### src/rtl/pipe_ctrl_pkg.sv
// pipe_ctrl_pkg: shared state encoding and sizing for the pipeline hazard controller
package pipe_ctrl_pkg;
  localparam int REG_ADDR_W = 5;
  localparam int DEF_WAIT_LIMIT = 255;
  typedef enum logic {RUN, MEM_WAIT} state_t;
endpackage

### src/rtl/load_use_detect.sv
// load_use_detect: flags an ID-stage read of a register a load in EX has not produced yet
module load_use_detect
  import pipe_ctrl_pkg::*;
(
  input  logic [REG_ADDR_W-1:0] rs1_i,
  input  logic [REG_ADDR_W-1:0] rs2_i,
  input  logic                  use_rs1_i,
  input  logic                  use_rs2_i,
  input  logic [REG_ADDR_W-1:0] rd_i,
  input  logic                  memread_i,
  output logic                  hazard_o
);
  assign hazard_o = memread_i && rd_i != '0 &&
                    ((use_rs1_i && rs1_i == rd_i) || (use_rs2_i && rs2_i == rd_i));
endmodule

### src/rtl/pipe_hazard_ctrl.sv
// pipe_hazard_ctrl: stall/flush control for a 5-stage pipeline (memory wait > load-use > branch)
module pipe_hazard_ctrl
  import pipe_ctrl_pkg::*;
#(
  parameter int WAIT_LIMIT = DEF_WAIT_LIMIT,
  parameter int CNT_W      = 16
) (
  input  logic                  clk_i,
  input  logic                  rst_i,
  input  logic [REG_ADDR_W-1:0] id_rs1_i,
  input  logic [REG_ADDR_W-1:0] id_rs2_i,
  input  logic                  id_use_rs1_i,
  input  logic                  id_use_rs2_i,
  input  logic [REG_ADDR_W-1:0] ex_rd_i,
  input  logic                  ex_memread_i,
  input  logic                  branch_taken_i,
  input  logic                  dmem_req_i,
  input  logic                  dmem_ack_i,
  output logic                  pc_we_o,
  output logic                  ifid_we_o,
  output logic                  idex_we_o,
  output logic                  exmem_we_o,
  output logic                  ifid_flush_o,
  output logic                  idex_flush_o,
  output logic                  memwb_bubble_o,
  output logic [CNT_W-1:0]      stall_cnt_o,
  output logic                  err_o
);
  localparam int WW = $clog2(WAIT_LIMIT + 1);
  state_t          r_state;
  state_t          w_state_nxt;
  logic [WW-1:0]   r_wait_cnt;
  logic [CNT_W-1:0] r_stall_cnt;
  logic            r_err;
  logic            w_lu;
  logic            w_wait;
  logic            w_pc_we;
  logic            w_ex_we;
  logic            w_ifid_flush;
  logic            w_idex_flush;
  load_use_detect u_lud (
    .rs1_i     (id_rs1_i),
    .rs2_i     (id_rs2_i),
    .use_rs1_i (id_use_rs1_i),
    .use_rs2_i (id_use_rs2_i),
    .rd_i      (ex_rd_i),
    .memread_i (ex_memread_i),
    .hazard_o  (w_lu)
  );
  // Once in MEM_WAIT only the ack matters; the request line is not re-sampled.
  always_comb begin
    w_wait       = (r_state == MEM_WAIT) ? !dmem_ack_i : (dmem_req_i && !dmem_ack_i);
    w_state_nxt  = w_wait ? MEM_WAIT : RUN;
    w_pc_we      = !w_wait && !w_lu;
    w_ex_we      = !w_wait;
    w_idex_flush = !w_wait && w_lu;
    w_ifid_flush = !w_wait && !w_lu && branch_taken_i;
  end
  assign pc_we_o        = rst_i && w_pc_we;
  assign ifid_we_o      = rst_i && w_pc_we;
  assign idex_we_o      = rst_i && w_ex_we;
  assign exmem_we_o     = rst_i && w_ex_we;
  assign ifid_flush_o   = !rst_i || w_ifid_flush;
  assign idex_flush_o   = !rst_i || w_idex_flush;
  assign memwb_bubble_o = !rst_i || w_wait;
  assign stall_cnt_o    = r_stall_cnt;
  assign err_o          = r_err;
  // The wait counter includes the RUN cycle that opens the wait, so it equals the number of stalled cycles.
  always_ff @(posedge clk_i or negedge rst_i) begin
    if (!rst_i) begin
      r_state     <= RUN;
      r_wait_cnt  <= '0;
      r_stall_cnt <= '0;
      r_err       <= 1'b0;
    end else begin
      r_state     <= w_state_nxt;
      r_wait_cnt  <= !w_wait ? '0 : (r_wait_cnt == WW'(WAIT_LIMIT) ? r_wait_cnt : r_wait_cnt + 1'b1);
      r_err       <= r_err || (w_wait && r_wait_cnt == WW'(WAIT_LIMIT - 1));
      r_stall_cnt <= (!w_pc_we && r_stall_cnt != '1) ? r_stall_cnt + 1'b1 : r_stall_cnt;
    end
  end
endmodule

### config.mk
export PLATFORM = sky130hd
export DESIGN_NAME = pipe_hazard_ctrl
export DESIGN_NICKNAME = d
export VERILOG_FILES = /design/src/rtl/pipe_ctrl_pkg.sv /design/src/rtl/load_use_detect.sv /design/src/rtl/pipe_hazard_ctrl.sv
export SDC_FILE = /design/constraint.sdc
export NUM_CORES = 1
export LEC_CHECK = 0
export ABC_AREA = 0
export CAP_MARGIN = 30
export CORE_MARGIN = 2
export CORE_UTILIZATION = 41
export DETAILED_ROUTE_END_ITERATION = 6
export HOLD_SLACK_MARGIN = 0.02
export PLACE_DENSITY = 0.75
export SYNTH_ARGS = -nofsm -noshare
export SYNTH_HDL_FRONTEND = slang
export SYNTH_SLANG_ARGS = --single-unit
### constraint.sdc
create_clock -name clk_i -period 1.7 [get_ports clk_i]
set_clock_uncertainty 0.05 [all_clocks]
set_input_delay 0.34 -clock clk_i [delete_from_list [all_inputs] [get_ports clk_i]]
set_output_delay 0.34 -clock clk_i [all_outputs]
set_load 0.005 [all_outputs]
==> results by group <==
Outcome
  – Status: finished with violations
  – Violated checks: negative setup slack

Worst setup path
  – Library cell contributing the largest single delay on the critical path: nor4_2
  – CP max FO: 3
  – Flop-to-flop setup slack: -140 ps
  – Launch instance of the worst register-to-register path: stall_cnt_o[1]
  – CP Capture Type: output pin
  – R2R Path End: stall_cnt_o[1]
  – Arrival time at the worst endpoint: 1650 ps
  – Worst path top cell family by delay: buffers and inverters
  – Crit path kind: input pin to output pin
  – CP Launch Type: input pin
  – Worst reg2reg path depth: 6
  – Largest stage delay on the critical path: 310 ps
  – Launch point of the worst path: ex_rd_i[3]
  – Critical path cell sequence: buf_8 -> buf_6 -> xor2_2 -> nor4_2 -> a32oi_1 -> buf_4 -> o21ai_4 -> o21ai_2 -> buf_2
  – Number of buffer and inverter instances along the worst setup path: 4
  – Required time of the critical path: 1310 ps

Route
  – DRC violation count after routing: 0
  – Met3 routed WL: 153 µm
  – First-iteration detailed-routing DRC count: 43
  – Ratio of routed vias to standard cells: 5.097
  – Top layer in use: met4
  – Met2 wire length: 2109 µm
  – Aggregate routed wire length: 4046 µm
  – Average detailed-routed wire length per instance: 14.50 µm
  – Pre-antenna DRT Iters: 4
  – Routed vias: 1,422
  – Met1 Wirelength: 1662 µm
  – Routed Antenna Nets: 0

Floorplan
  – Area enclosed by the die boundary: 0.004055 mm²
  – Top-level I/O count: 47
  – Die Span X: 63.68 µm
  – Y dimension of the die: 63.68 µm
  – Initial standard-cell utilization of the core: 0.4308
  – Number of placement rows: 21
  – Core region area: 0.003390 mm²

Final layout
  – Net total in the final layout: 261
  – Inserted Diodes: 0
  – Leading cell type in the layout, fill and taps excluded: buf_4
  – Filler instances: 257
  – Final standard cell utilization of the core: 0.7202
  – Commonest cells after routing, fill and taps aside: buf_4 (41), dfrtp_1 (26), xnor2_1 (14), nor2_1 (12), buf_6 (12)
  – Signed area change from the synthesized netlist to the final layout: 67.18%
  – Ratio of cells with drive above 1 in the final layout: 0.4292

Clocking
  – Root buffer cell: clkbuf_4
  – CTS buffer count: 3
  – CTS Hold Buffers Added: 0
  – Clk Latency, worst-skew pair: 320 ps
  – TritonCTS sink count: 26
  – Count of H-tree levels built during CTS: 1
  – Maximum buffer depth of the clock tree: 2
  – Clock transition at the register clock pins on the worst setup and hold paths after CTS: 140 ps
  – TritonCTS clock tree: built

Global route
  – Initial antenna violation count: 0
  – First-pass GRT wire length: 6499 µm
  – Global Route Usage Sum: 0.2025
  – Number of global-route vias before repair: 1,467
  – Gr ovfl total: 0
  – Largest net degree at the start of global routing: 18

Logic synthesis
  – Portion of synthesized cell area occupied by the leading cell type: 0.4456
  – Number of distinct library cells after synthesis: 40
  – Average cell area after synthesis: 10.36 µm²
  – Mapped Area: 0.001460 mm²
  – Largest cells by area after synthesis: dfrtp_1 (45%), xnor2_1 (9.6%), xor2_1 (6.0%)
  – Number of flops mapped to enable cells by yosys: 0
  – Share of synthesized area occupied by flip-flops and latches: 0.4456
  – Count of mapped cells out of synthesis: 141
  – Synth Net Count: 167
  – Main flop type after synthesis: dfrtp_1
  – Post-synthesis async set-or-reset flop share: 1.000
  – Area leader, netlist: dfrtp_1
  – Count of yosys warnings during synthesis: 0
  – Synthesized flop and latch total: 26

Min path
  – Class of the tightest hold or removal check: input pin to async pin

Pwr
  – Largest voltage drop on the vdd net: 0.2787 mV
  – LEAKAGE: 0.001174 µW
  – Gate power share: 0.426
  – Cell-internal power: 1239 µW
  – Pwr/cell area: 713.4 mW/mm²
  – Fraction of power consumed by the clock network: 0.147
  – Overall Power: 1742 µW
  – Switching part of the total power: 0.2884
  – Power dissipated by switching net loads: 502.3 µW
  – Reg power frac: 0.427

Placed design
  – Routability cong.: 0.8061
  – Hpwl dp: 2844 µm
  – Total of buffers placed on input and output ports: 46

Timing
  – Final critical-path required period: 2040 ps
  – Worst path setup slack after routing: -339.6 ps
  – Achievable clock frequency: 490.3 MHz
  – RSZ-0062 raised after global routing: yes
  – Worst slew margin relative to its limit: 0.8118
  – Fin crit share: 1.200
  – Slew Viols, Final: 0
  – Actual slew at the worst max-slew pin: 279.9 ps
  – Final-report setup violation count: 21
  – Final-report hold violation count: 0

Run
  – Maxcap violations: 0
## flip-flops by register name, summed over array words and instances, names as in the netlist
signal	count
stall_cnt_o	16
r_wait_cnt	8
r_state	1
err_o	1
## cell families (layout without fill, tap and decap cells)
family                     after synthesis  in the layout  synth area share
muxes                                    1              1          0.007712
DFF                                     26             26            0.4456
AOI/OAI and AO/OA                       15             15           0.07455
and+or+nand+nor                         61             61            0.2519
adders and majority gates                3              3           0.02571
xor gates and xnor gates                26             26            0.1559
buffers and inverters                    9            101           0.03855
## Yosys cell counts (all sizes together), types with 3 or more instances
| cell | number |
|---|---|
| and3 | 7 |
| xnor2 | 16 |
| nand4 | 7 |
| o21ai | 5 |
| nand3 | 11 |
| nand2 | 8 |
| dfrtp | 26 |
| inv | 4 |
| xor2 | 10 |
| nor2 | 13 |
| buf | 4 |
| a31oi | 5 |
| ha | 3 |
## power by group through the flow
stage,clock network (µW),logic [µW],registers (µW)
4_1_cts,261,718,745
2_1_floorplan,0,203,789
3_3_place_gp,0,616,747
3_5_place_dp,0,642,752
6_report,256,741,744
5_1_grt,282,807,754
## layout make-up
cell class,instances,area (µm²),share of cell area
well taps,46,57.56,0.02358
flip-flops and latches,26,650.6,0.2665
inverters,4,15.01,0.006151
clock buffers,3,22.52,0.009226
repair buffers,94,813.3,0.3332
multi-input cells,106,882.1,0.3614
## how the worst max path moves through the flow
stage                           to  slack (ps)  cells after the start
floorplan           stall_cnt_o[1]        -130                      6
global placement           pc_we_o        -950                      6
detailed placement    idex_flush_o       -1090                      9
CTS                   ifid_flush_o        -300                      9
global route          ifid_flush_o        -400                      9
finish                ifid_flush_o        -340                      9
## what timing repair did
item / CTS / global route
setup buffers: 12 / 8
resized for setup: 88 / 37
pin swaps: 18 / 23
setup endpoints to repair: 32 / 29
## worst register-to-register path, stage by stage, from the launching register on
cell and delay [ps]:
dfrtp_1 380, ha_2 200, nand3_2 80, or2_1 230, or3_4 400, nand2_2 100, mux2_4 300
## stage by stage
stage               worst slack [ps]  hold WS [ps]  TNS [ps]  std cells  area (µm²)
global placement              -946.3         414.9    -15560        256        2173
CTS                           -303.0         365.2     -2207        271        2282
finish                        -339.6         394.0     -3273        279        2441
global route                  -397.2         406.6     -4871        279        2441
floorplan                     -134.6        -5.591    -828.7        141        1486
detailed placement             -1092         420.2    -17860        256        2173
## per-layer routing
metal,track usage,vias up
met1,0.2452,683
met2,0.3671,52
li1,-,679
met3,0.01429,8
met5,0,-
met4,0.08696,0
No activity file was read; power rests on OpenSTA's default activity.
